### src/rtl/addr_job_arbiter_if.sv
// Job-request and address-generator handshake bundle for addr_job_arbiter.
// The master side is the client/generator environment; the slave side is the arbiter.
interface addr_job_arbiter_if #(
  parameter int NUM_CLIENTS = 4,
  parameter int ADDR_WIDTH  = 32,
  parameter int ID_WIDTH    = 8
);
  logic [NUM_CLIENTS-1:0]            req_valid;
  logic [NUM_CLIENTS*ADDR_WIDTH-1:0] req_start_addr;
  logic [NUM_CLIENTS*ADDR_WIDTH-1:0] req_end_addr;
  logic [NUM_CLIENTS-1:0]            req_ready;
  logic [NUM_CLIENTS-1:0]            req_done;
  logic [NUM_CLIENTS-1:0]            req_err;
  logic                              gen_start;
  logic                              gen_done;
  logic [ADDR_WIDTH-1:0]             gen_start_addr;
  logic [ADDR_WIDTH-1:0]             gen_end_addr;
  logic [ID_WIDTH-1:0]               gen_id;
  logic                              busy;

  modport master (
    output req_valid, req_start_addr, req_end_addr, gen_done,
    input  req_ready, req_done, req_err, gen_start, gen_start_addr, gen_end_addr, gen_id, busy
  );

  modport slave (
    input  req_valid, req_start_addr, req_end_addr, gen_done,
    output req_ready, req_done, req_err, gen_start, gen_start_addr, gen_end_addr, gen_id, busy
  );
endinterface

### src/rtl/addr_job_arbiter.sv
// Round-robin arbiter sharing one linear address generator between NUM_CLIENTS job requesters.
// Optional burst-alignment rejection is compiled in with ADDR_JOB_ARBITER_ALIGN_CHECK_EN.
module addr_job_arbiter #(
  parameter int NUM_CLIENTS = 4,
  parameter int ADDR_WIDTH  = 32,
  parameter int ID_WIDTH    = 8,
  parameter int BURST_BYTES = 128
) (
  input  logic               aclk,
  input  logic               reset,
  addr_job_arbiter_if.slave  bus
);
  localparam int IDX_W = $clog2(NUM_CLIENTS);

  typedef enum logic [2:0] {
    ST_IDLE      = 3'd0,
    ST_LAUNCH    = 3'd1,
    ST_WAIT_LOW  = 3'd2,
    ST_WAIT_DONE = 3'd3,
    ST_COMPLETE  = 3'd4
  } state_e;

  state_e                  state_q, state_d;
  logic [IDX_W-1:0]        rr_q, rr_d;
  logic [IDX_W-1:0]        gnt_q, gnt_d;
  logic [ID_WIDTH-1:0]     gen_id_q, gen_id_d;
  logic [ADDR_WIDTH-1:0]   gen_start_addr_q, gen_start_addr_d;
  logic [ADDR_WIDTH-1:0]   gen_end_addr_q, gen_end_addr_d;
  logic                    gen_start_q, gen_start_d;
  logic                    busy_q, busy_d;
  logic [NUM_CLIENTS-1:0]  req_ready_q, req_ready_d;
  logic [NUM_CLIENTS-1:0]  req_done_q, req_done_d;
  logic [NUM_CLIENTS-1:0]  req_err_q, req_err_d;

  logic [ADDR_WIDTH-1:0]   start_arr_s [NUM_CLIENTS];
  logic [ADDR_WIDTH-1:0]   end_arr_s   [NUM_CLIENTS];
  logic [IDX_W-1:0]        pick_s;
  logic [ADDR_WIDTH-1:0]   sel_start_s;
  logic [ADDR_WIDTH-1:0]   sel_end_s;
  logic                    misalign_s;

  // First requester at or after ptr, searching upward modulo NUM_CLIENTS.
  function automatic logic [IDX_W-1:0] rr_pick(input logic [NUM_CLIENTS-1:0] v,
                                               input logic [IDX_W-1:0] ptr);
    logic [IDX_W-1:0] pick;
    logic             found;
    int               j;
    pick  = ptr;
    found = 1'b0;
    for (int k = 0; k < NUM_CLIENTS; k++) begin
      j = (int'(ptr) + k) % NUM_CLIENTS;
      if (!found && v[IDX_W'(j)]) begin
        pick  = IDX_W'(j);
        found = 1'b1;
      end
    end
    return pick;
  endfunction

  function automatic logic [IDX_W-1:0] next_rr(input logic [IDX_W-1:0] g);
    if (g == IDX_W'(NUM_CLIENTS - 1)) begin
      return '0;
    end else begin
      return g + 1'b1;
    end
  endfunction

  function automatic logic [NUM_CLIENTS-1:0] onehot(input logic [IDX_W-1:0] idx);
    return {{(NUM_CLIENTS-1){1'b0}}, 1'b1} << idx;
  endfunction

  for (genvar g = 0; g < NUM_CLIENTS; g++) begin : g_unpack
    assign start_arr_s[g] = bus.req_start_addr[g*ADDR_WIDTH +: ADDR_WIDTH];
    assign end_arr_s[g]   = bus.req_end_addr[g*ADDR_WIDTH +: ADDR_WIDTH];
  end

  assign pick_s      = rr_pick(bus.req_valid, rr_q);
  assign sel_start_s = start_arr_s[pick_s];
  assign sel_end_s   = end_arr_s[pick_s];

`ifdef ADDR_JOB_ARBITER_ALIGN_CHECK_EN
  localparam logic [ADDR_WIDTH-1:0] BURST_MASK = ADDR_WIDTH'(BURST_BYTES - 1);
  assign misalign_s = ((sel_start_s & BURST_MASK) != '0) ||
                      (((sel_end_s - sel_start_s) & BURST_MASK) != '0);
`else
  assign misalign_s = 1'b0;
`endif

  // Next-state and next-output computation for the job FSM.
  always_comb begin
    state_d          = state_q;
    rr_d             = rr_q;
    gnt_d            = gnt_q;
    gen_id_d         = gen_id_q;
    gen_start_addr_d = gen_start_addr_q;
    gen_end_addr_d   = gen_end_addr_q;
    gen_start_d      = 1'b0;
    req_ready_d      = '0;
    req_done_d       = '0;
    req_err_d        = '0;
    case (state_q)
      ST_IDLE: begin
        if (bus.req_valid != '0) begin
          gnt_d            = pick_s;
          gen_id_d         = ID_WIDTH'(pick_s);
          gen_start_addr_d = sel_start_s;
          gen_end_addr_d   = sel_end_s;
          req_ready_d      = onehot(pick_s);
          if (misalign_s) begin
            req_err_d = onehot(pick_s);
            rr_d      = next_rr(pick_s);
          end else if (sel_start_s == sel_end_s) begin
            state_d = ST_COMPLETE;
          end else begin
            state_d     = ST_LAUNCH;
            gen_start_d = 1'b1;
          end
        end else begin
          state_d = ST_IDLE;
        end
      end
      // The edge that sees gen_done high with gen_start asserted is the accept edge.
      ST_LAUNCH: begin
        if (bus.gen_done) begin
          state_d = ST_WAIT_LOW;
        end else begin
          gen_start_d = 1'b1;
        end
      end
      ST_WAIT_LOW: begin
        if (!bus.gen_done) begin
          state_d = ST_WAIT_DONE;
        end else begin
          state_d = ST_WAIT_LOW;
        end
      end
      ST_WAIT_DONE: begin
        if (bus.gen_done) begin
          state_d = ST_COMPLETE;
        end else begin
          state_d = ST_WAIT_DONE;
        end
      end
      ST_COMPLETE: begin
        req_done_d = onehot(gnt_q);
        rr_d       = next_rr(gnt_q);
        state_d    = ST_IDLE;
      end
      default: begin
        state_d = ST_IDLE;
      end
    endcase
    busy_d = (state_d != ST_IDLE);
  end

  // State and registered-output update with synchronous reset.
  always_ff @(posedge aclk) begin
    if (reset) begin
      state_q          <= ST_IDLE;
      rr_q             <= '0;
      gnt_q            <= '0;
      gen_id_q         <= '0;
      gen_start_addr_q <= '0;
      gen_end_addr_q   <= '0;
      gen_start_q      <= 1'b0;
      busy_q           <= 1'b0;
      req_ready_q      <= '0;
      req_done_q       <= '0;
      req_err_q        <= '0;
    end else begin
      state_q          <= state_d;
      rr_q             <= rr_d;
      gnt_q            <= gnt_d;
      gen_id_q         <= gen_id_d;
      gen_start_addr_q <= gen_start_addr_d;
      gen_end_addr_q   <= gen_end_addr_d;
      gen_start_q      <= gen_start_d;
      busy_q           <= busy_d;
      req_ready_q      <= req_ready_d;
      req_done_q       <= req_done_d;
      req_err_q        <= req_err_d;
    end
  end

  assign bus.req_ready      = req_ready_q;
  assign bus.req_done       = req_done_q;
  assign bus.req_err        = req_err_q;
  assign bus.gen_start      = gen_start_q;
  assign bus.gen_start_addr = gen_start_addr_q;
  assign bus.gen_end_addr   = gen_end_addr_q;
  assign bus.gen_id         = gen_id_q;
  assign bus.busy           = busy_q;

  addr_job_arbiter_chk #(
    .NUM_CLIENTS (NUM_CLIENTS),
    .ID_WIDTH    (ID_WIDTH),
    .BURST_BYTES (BURST_BYTES)
  ) u_chk (
    .aclk      (aclk),
    .reset     (reset),
    .req_ready (req_ready_q),
    .req_done  (req_done_q),
    .req_err   (req_err_q),
    .gen_start (gen_start_q),
    .busy      (busy_q),
    .gnt       (gnt_q)
  );
endmodule

// Structural invariants of the arbiter outputs.
module addr_job_arbiter_chk #(
  parameter int NUM_CLIENTS = 4,
  parameter int ID_WIDTH    = 8,
  parameter int BURST_BYTES = 128
) (
  input logic                           aclk,
  input logic                           reset,
  input logic [NUM_CLIENTS-1:0]         req_ready,
  input logic [NUM_CLIENTS-1:0]         req_done,
  input logic [NUM_CLIENTS-1:0]         req_err,
  input logic                           gen_start,
  input logic                           busy,
  input logic [$clog2(NUM_CLIENTS)-1:0] gnt
);
  a_params: assert property (@(posedge aclk)
    ((BURST_BYTES & (BURST_BYTES - 1)) == 0) && (ID_WIDTH >= $clog2(NUM_CLIENTS)));
  a_ready_onehot: assert property (@(posedge aclk) disable iff (reset) $onehot0(req_ready));
  a_done_onehot:  assert property (@(posedge aclk) disable iff (reset) $onehot0(req_done));
  a_err_with_rdy: assert property (@(posedge aclk) disable iff (reset) (req_err & ~req_ready) == '0);
  a_start_busy:   assert property (@(posedge aclk) disable iff (reset) gen_start |-> busy);
  a_gnt_range:    assert property (@(posedge aclk) disable iff (reset) int'(gnt) < NUM_CLIENTS);
endmodule
### src/flat_wrapper.sv
// flat-port wrapper written by rule: the top's interface ports become plain ports
module addr_job_arbiter_flat 
#(
  parameter int NUM_CLIENTS = 4,
  parameter int ADDR_WIDTH  = 32,
  parameter int ID_WIDTH    = 8,
  parameter int BURST_BYTES = 128
)
  (aclk, reset, bus_req_valid, bus_req_start_addr, bus_req_end_addr, bus_gen_done, bus_req_ready, bus_req_done, bus_req_err, bus_gen_start, bus_gen_start_addr, bus_gen_end_addr, bus_gen_id, bus_busy);
  addr_job_arbiter_if #(.NUM_CLIENTS(NUM_CLIENTS), .ADDR_WIDTH(ADDR_WIDTH), .ID_WIDTH(ID_WIDTH)) bus_i ();
  input  logic aclk;
  input  logic reset;
  input wire logic [$bits(bus_i.req_valid)-1:0] bus_req_valid;
  input wire logic [$bits(bus_i.req_start_addr)-1:0] bus_req_start_addr;
  input wire logic [$bits(bus_i.req_end_addr)-1:0] bus_req_end_addr;
  input wire logic [$bits(bus_i.gen_done)-1:0] bus_gen_done;
  output wire logic [$bits(bus_i.req_ready)-1:0] bus_req_ready;
  output wire logic [$bits(bus_i.req_done)-1:0] bus_req_done;
  output wire logic [$bits(bus_i.req_err)-1:0] bus_req_err;
  output wire logic [$bits(bus_i.gen_start)-1:0] bus_gen_start;
  output wire logic [$bits(bus_i.gen_start_addr)-1:0] bus_gen_start_addr;
  output wire logic [$bits(bus_i.gen_end_addr)-1:0] bus_gen_end_addr;
  output wire logic [$bits(bus_i.gen_id)-1:0] bus_gen_id;
  output wire logic [$bits(bus_i.busy)-1:0] bus_busy;
  assign bus_i.req_valid = bus_req_valid;
  assign bus_i.req_start_addr = bus_req_start_addr;
  assign bus_i.req_end_addr = bus_req_end_addr;
  assign bus_i.gen_done = bus_gen_done;
  assign bus_req_ready = bus_i.req_ready;
  assign bus_req_done = bus_i.req_done;
  assign bus_req_err = bus_i.req_err;
  assign bus_gen_start = bus_i.gen_start;
  assign bus_gen_start_addr = bus_i.gen_start_addr;
  assign bus_gen_end_addr = bus_i.gen_end_addr;
  assign bus_gen_id = bus_i.gen_id;
  assign bus_busy = bus_i.busy;
  addr_job_arbiter #(.NUM_CLIENTS(NUM_CLIENTS), .ADDR_WIDTH(ADDR_WIDTH), .ID_WIDTH(ID_WIDTH), .BURST_BYTES(BURST_BYTES)) u_core (.aclk(aclk), .reset(reset), .bus(bus_i));
endmodule
### config.mk
export PLATFORM = sky130hd
export DESIGN_NAME = addr_job_arbiter_flat
export DESIGN_NICKNAME = d
export VERILOG_FILES = /design/src/rtl/addr_job_arbiter_if.sv /design/src/rtl/addr_job_arbiter.sv /design/src/flat_wrapper.sv
export SDC_FILE = /design/constraint.sdc
export NUM_CORES = 1
export LEC_CHECK = 0
export ABC_AREA = 0
export CAP_MARGIN = 10
export CORE_MARGIN = 10
export CORE_UTILIZATION = 32
export DETAILED_ROUTE_END_ITERATION = 12
export PLACE_DENSITY = 0.79
export SYNTH_ARGS = -nofsm -noshare
export SYNTH_HDL_FRONTEND = slang
export SYNTH_HIERARCHICAL = 1
export SYNTH_SLANG_ARGS = --single-unit
### constraint.sdc
create_clock -name aclk -period 4.5 [get_ports aclk]
set_input_delay 1.35 -clock aclk [delete_from_list [all_inputs] [get_ports aclk]]
set_output_delay 1.35 -clock aclk [all_outputs]
set_load 0.005 [all_outputs]
# ---- Yosys cells after proc, flatten, opt, wreduce, memory -nomap -nowiden
# Index checks and enable logic that the tools add are counted.
dict set report totals {
  register_bits 81
  in_bits 263
  out_inout_bits 86
  elab_cells 77
}
dict set report op_classes {
  n_addsub 4
  n_lt_le_gt_ge 5
  eq_ne 6
  n_shift 2
  n_mux 35
  bitwise_logic 4
  reduce_logical 12
}
# operator count
set ops {}
lappend ops {{$bmux 32 s2} 2}
lappend ops {{$mux 32} 4}
lappend ops {{$eq 32x32->1} 1}
lappend ops {{$lt 2x4->1 const B} 4}
lappend ops {{$mux 1} 15}
lappend ops {{$mux 3} 4}
lappend ops {{$pmux 3 s4} 1}
lappend ops {{$bmux 1 s2} 4}
lappend ops {{$mux 2} 4}
lappend ops {{$shl 1x2->4 const A} 2}
lappend ops {{$eq 3x2->1 const B} 2}
lappend ops {{$add 2x1->2 const B} 2}
lappend ops {{$add 2x2->2 const B} 2}
lappend ops {{$reduce_bool 4->1} 1}
lappend ops {{$eq 3x1->1 const B} 1}
lappend ops {{$eq 3x3->1 const B} 1}
lappend ops {{$ge 3x3->1 const B} 1}
lappend ops {{$logic_and 1x1->1} 3}
lappend ops {{$logic_not 1->1} 3}
lappend ops {{$logic_not 3->1} 1}
lappend ops {{$not 1->1} 3}
lappend ops {{$not 2->3} 1}
lappend ops {{$reduce_bool 3->1} 1}
lappend ops {{$reduce_or 3->1} 1}
lappend ops {{4 further kinds} 4}

# ---- Depth between registers and ports, before layout
dict set report depth {
  ltp_word 22
  depth_mapped 12
  depth_no_buf 9
}

# ---- Worst setup path before layout
# No wires, ideal clock.
dict set report synth_path {
  path_kind {input port to flip-flop}
  start {input bus_req_valid[0]}
  end {register u_core.gen_start_q (netlist: u_core/bus.gen_start)}
  setup_time_ns 0.134
  t_arrival_ns 3.627
  required_ns 4.366
  setup_slack_ns 0.739
  stages 11
  n_path_buf 2
  cell_sequence {nor2b_1 or4_4 buf_6 buf_6 and3_1 a211oi_1 a211oi_1 nor4b_1 nand4_1 nor4_2 o22ai_1}
}
dict set report synth_between {
  elab_chain_len 21
  word_cells_on_any_way 36
  classes_between {1 x eq/ne; 27 x mux; 1 x bitwise; 7 x reduce/logical}
}
# item line
set synth_lines {}
lappend synth_lines {{start: declaration} flat_wrapper.sv:13} ;# input wire logic [$bits(bus_i.req_valid)-1:0] bus_req_valid;
lappend synth_lines {{$bmux 1 s2} addr_job_arbiter.sv:52} ;# if (!found && v[IDX_W'(j)]) begin
lappend synth_lines {{$mux 1 (not written as such) (2 in series)} addr_job_arbiter.sv:52}
lappend synth_lines {{$mux 1} addr_job_arbiter.sv:52}
lappend synth_lines {{$logic_not 1->1} addr_job_arbiter.sv:52}
lappend synth_lines {{$logic_and 1x1->1} addr_job_arbiter.sv:52}
lappend synth_lines {{$mux 1} addr_job_arbiter.sv:52}
lappend synth_lines {{$logic_not 1->1} addr_job_arbiter.sv:52}
lappend synth_lines {{$logic_and 1x1->1} addr_job_arbiter.sv:52}
lappend synth_lines {{(+3 left out)} --}
lappend synth_lines {{$mux 2} addr_job_arbiter.sv:52}
lappend synth_lines {{$not 2->3 (not written as such)} {addr_job_arbiter.sv:78, addr_job_arbiter.sv:79}}
lappend synth_lines {{$bmux 32 s2 (on tied branches)} {addr_job_arbiter.sv:78, addr_job_arbiter.sv:79}}
lappend synth_lines {{$mux 32 (on tied branches) (2 in series)} {addr_job_arbiter.sv:78, addr_job_arbiter.sv:79}}
lappend synth_lines {{$eq 32x32->1} addr_job_arbiter.sv:112} ;# end else if (sel_start_s == sel_end_s) begin
lappend synth_lines {{$mux 1} addr_job_arbiter.sv:112}
lappend synth_lines {{$mux 1 (*)} addr_job_arbiter.sv:103} ;# if (bus.req_valid != '0) begin
lappend synth_lines {{$pmux 1 s2 (*)} addr_job_arbiter.sv:101} ;# case (state_q)
lappend synth_lines {{end signal: assignment} addr_job_arbiter.sv:177} ;# gen_start_q <= gen_start_d;
lappend synth_lines {{end: declaration} addr_job_arbiter.sv:29} ;# logic gen_start_q, gen_start_d;
# Every way passes the cells marked *; elsewhere a longest branch is shown, timed or not. The select of a mux whose other input is x is not followed.
# A chain may end at the register's enable or synchronous reset.

# ---- Final worst setup path
dict set report layout_path {
  start {input bus_req_valid[1]}
  end {register u_core.gen_start_q (netlist: u_core/bus.gen_start)}
}
# Same word-level chain as after synthesis.

==> flow_metrics.py <==
metrics = {
    "clock_network": {
        "worstSkewPairLatency_ns": 0.34,
        "cts_tree": "built",
        "count_of_h_tree_levels_built_during_cts": 3,
        "cts_root_buf": "sky130_fd_sc_hd__clkbuf_16",
        "cts.hold.buffers_added": 0,
        "tritoncts_num_sinks": 81,
        "cts-root-to-sink-buffers": 2,
        "numCtsBuffers": 9,
        "cts.reportedPaths.clkPinSlew_ns": 0.06,
    },
    "yosys": {
        "syn-instance-count": 860,
        "synth_area_leaders": "sky130_fd_sc_hd__dfxtp_1, sky130_fd_sc_hd__nand3_1, sky130_fd_sc_hd__a211oi_1",
        "netlist.top_cell.by_area": "sky130_fd_sc_hd__dfxtp_1",
        "post-synth-top-area-fraction_pct": 27.1,
        "yosysSeqAreaShare_pct": 27.1,
        "synth.yosys.warnings": 6,
        "synth.cells.most_frequent": "sky130_fd_sc_hd__nand3_1, sky130_fd_sc_hd__nor2_1, sky130_fd_sc_hd__dfxtp_1",
        "mappedNetlistArea_sq_um": 5990,
        "synth-main-ff-cell": "sky130_fd_sc_hd__dfxtp_1",
        "asyncSetResetFlopFracSynth_pct": 0,
        "number_of_enable_flip_flop_cells_after_synthesis": 0,
        "synthMostInstantiatedCell": "sky130_fd_sc_hd__nand3_1",
        "postSynthRegisterBits": 81,
        "post_synth_num_cell_types": 45,
        "syn-mean-instance-area_sq_um": 6.97,
    },
    "worst_setup_path": {
        "r2r-end": "u_core/bus.gen_start",
        "crit_cells": 16,
        "worstPathRequired_ns": 4.71,
        "setup.worst_path.start": "bus_req_valid[1]",
        "setup.worst_path.class": "input port to register",
        "worst-path-max-fanout": 13,
        "critPathTopFamily": "buffers and inverters",
        "setup.worst_path.end_class": "register",
        "worst-endpoint-arrival_ns": 4.54,
        "timing.rr.start": "u_core/rr_q[1]",
        "worstRegToRegCells": 14,
        "critPathLaunchType": "input port",
        "critical_path_most_common_cell": "sky130_fd_sc_hd__buf_4",
        "cpPeakStageDelay_ns": 0.48,
        "cpMaxStageDelayCell": "sky130_fd_sc_hd__clkdlybuf4s50_1",
        "cp-endpoint": "u_core/bus.gen_start",
        "ff2ff_setup_slack_ns": 1.10,
        "crit_chain": "clkdlybuf4s50_1, buf_4, nor2_1, a21oi_2, o221a_2, buf_12, buf_4, a211oi_4, buf_4, o211a_1, nor4b_2, buf_4, nand4_1, nor4_2, buf_4, o22ai_1",
        "critical_path.n_buffers_inverters": 7,
    },
    "cells_and_area": {
        "final_layout_size_suffix_gt1_share_pct": 12.5,
        "fillcell_total": 1694,
        "multi_input_area_sq_um": 4060,
        "area_growth_syn_to_layout_pct": 78.2,
        "utilization_pct": 58.7,
        "postLayoutCellArea_sq_um": 10700,
        "design.final.nets": 1489,
        "num_antenna_cells": 0,
        "seq_area_sq_um": 1620,
    },
    "die": {
        "placementRows": 49,
        "die_x_um": 157,
        "core_area_sq_um": 18200,
        "floorplan.io_pins": 349,
        "fp.dieArea_sq_um": 24600,
        "floorplan.initialDensity_pct": 32.9,
        "die_span_in_y_um": 157,
    },
    "drt": {
        "antenna_violating_nets_post_route": 0,
        "detail_route.wl_per_cell_um": 22.1,
        "finalWirelength_um": 32200,
        "detail_route.first_pass.iterations": 5,
        "avgViaCountPerCell": 5.61,
        "routed-via-count": 8176,
        "first_iter_violations": 556,
        "drc": 0,
    },
    "timing": {
        "skew_ns": 0.00499,
        "layout_worst_path_cycle_share_pct": 96.1,
        "finalHoldViolCount": 0,
        "slew-limit-headroom_pct": 49.5,
        "timing.final.max_slew_violations": 0,
        "unrepaired_setup_endpoints_after_global_routing": "false",
        "tightestPinTransition_ns": 0.758,
        "fin_crit_ns": 4.32,
        "finalSetupViolations": 0,
        "maxClockFrequency_mhz": 231,
    },
    "power_and_ir_drop": {
        "clock_power_share_pct": 26.7,
        "p_sw_mw": 1.05,
        "internal_power_mw": 2.14,
        "vdd_drop_max_mv": 0.173,
        "power_density_nw_per_um2": 299,
        "power.share.switching_pct": 33.0,
        "power.leakage_nw": 4.32,
        "pwr-share-comb_pct": 45.1,
        "pwr-share-seq_pct": 28.2,
    },
    "global_route": {
        "grt_max_degree": 75,
        "first_global_vias": 8054,
        "initial_antenna_violation_count": 0,
        "global_route.usage.total_pct": 24.6,
        "global_route.overflow_total": 0,
        "first_pass_grt_wire_length_um": 47000,
    },
    "flow_run": {
        "maximum_capacitance_violations": 0,
    },
    "worst_hold_path": {
        "hold_crit_depth": 2,
        "holdCritStartpoint": "u_core/bus.gen_end_addr[31]",
        "min-delay-path-class": "register to register",
    },
    "placement": {
        "detailedPlacementHpwl_um": 25700,
        "gpl.final_weighted_congestion": 0.947,
        "place.port_buffers": 338,
        "post_dp_area_sq_um": 10200,
    },
    "run_status": {
        "status": "complete, no violations",
    },
}
[worst min-delay path: stages, from the launching register on]
cell,delay [ns]
sky130_fd_sc_hd__dfxtp_1,0.31
sky130_fd_sc_hd__nand2_1,0.06
sky130_fd_sc_hd__a21oi_1,0.06
[layout by cell type, fill, tap and decap left out, drive strengths merged, types with 9 or more instances in the layout]
cell	instances
clkdlybuf4s50	334
nand3	127
nor2	104
buf	103
a211oi	87
dfxtp	81
a21oi	70
and3	65
o21ai	65
nor3	39
nand2	36
o211ai	25
clkbuf	12
a211o	10
conb	10
nor4b	10
and4b	9
[cells by family after synthesis]
kind of cell / count (synthesis) / synth area share [%]
xor+xnor: 1 / 0.146
compound gates: 272 / 29.9
simple gates: 407 / 34.8
other cells: 1 / 0.0626
buf+inv: 97 / 7.83
flops: 81 / 27.1
fa+ha+maj: 1 / 0.209
[power groups by stage]
stage / clock, mW / combinational, mW / sequential, mW
after floorplan: 0 / 0.633 / 0.917
after global placement: 0 / 1.39 / 0.912
after detailed placement: 0 / 1.41 / 0.917
after CTS: 0.862 / 1.42 / 0.902
after global routing: 0.886 / 1.56 / 0.916
final: 0.852 / 1.44 / 0.902
[flip-flops by register name (all words and copies together) (netlist names)]
signal,count
u_core/bus.gen_start,1
u_core/rr_q,2
u_core/bus.req_ready,4
u_core/gnt_q,2
u_core/bus.req_done,4
u_core/bus.gen_start_addr,32
u_core/bus.busy,1
u_core/state_q,3
u_core/bus.gen_end_addr,32
[final cells by class]
type,count,share of cell area (%)
well taps,229,2.68
clock buffers,11,2.27
clock inverters,3,0.843
repair buffers,441,41.0
flip-flops and latches,81,15.2
inverters,1,0.0351
multi-input cells,691,38.0
[worst min path at each step]
stage / to / slack, ns
global placement: u_core/bus.gen_end_addr[31] / 0.45
global route: u_core/bus.gen_end_addr[31] / 0.48
floorplan: u_core/bus.gen_end_addr[31] / 0.45
detailed placement: u_core/bus.gen_end_addr[31] / 0.46
CTS: u_core/bus.gen_end_addr[31] / 0.47
finish: u_core/bus.gen_end_addr[31] / 0.47
[layer usage]
metal  global-route usage [%]  routed length, um  vias to the layer above
li1                         -                  -                     3929
met1                     30.3              13100                     3782
met2                     40.0              15000                      418
met3                     7.18               3200                       47
met4                     9.03                944                        0
met5                        0                  0                        -
[through the flow]
step | instances | power (mW) | hold WS (ns) | TNS (ns) | worst slack [ns]
after floorplan | 869 | 1.55 | 0.453 | 0 | 0.739
after global placement | 1438 | 2.31 | 0.450 | -1.52 | -0.534
after detailed placement | 1438 | 2.33 | 0.460 | -1.45 | -0.504
after CTS | 1452 | 3.18 | 0.471 | 0 | 0.0196
after global routing | 1457 | 3.36 | 0.485 | 0 | 0.0108
final | 1457 | 3.19 | 0.471 | 0 | 0.177
[repair_timing]
item                                    CTS  global route
endpoints found under the setup margin    3             3
cloned                                    0             1
buffers inserted                          0             4
resized for setup                         3            15
pin swaps                                 0             8
Note: power is estimated with default switching activity, not from simulation.
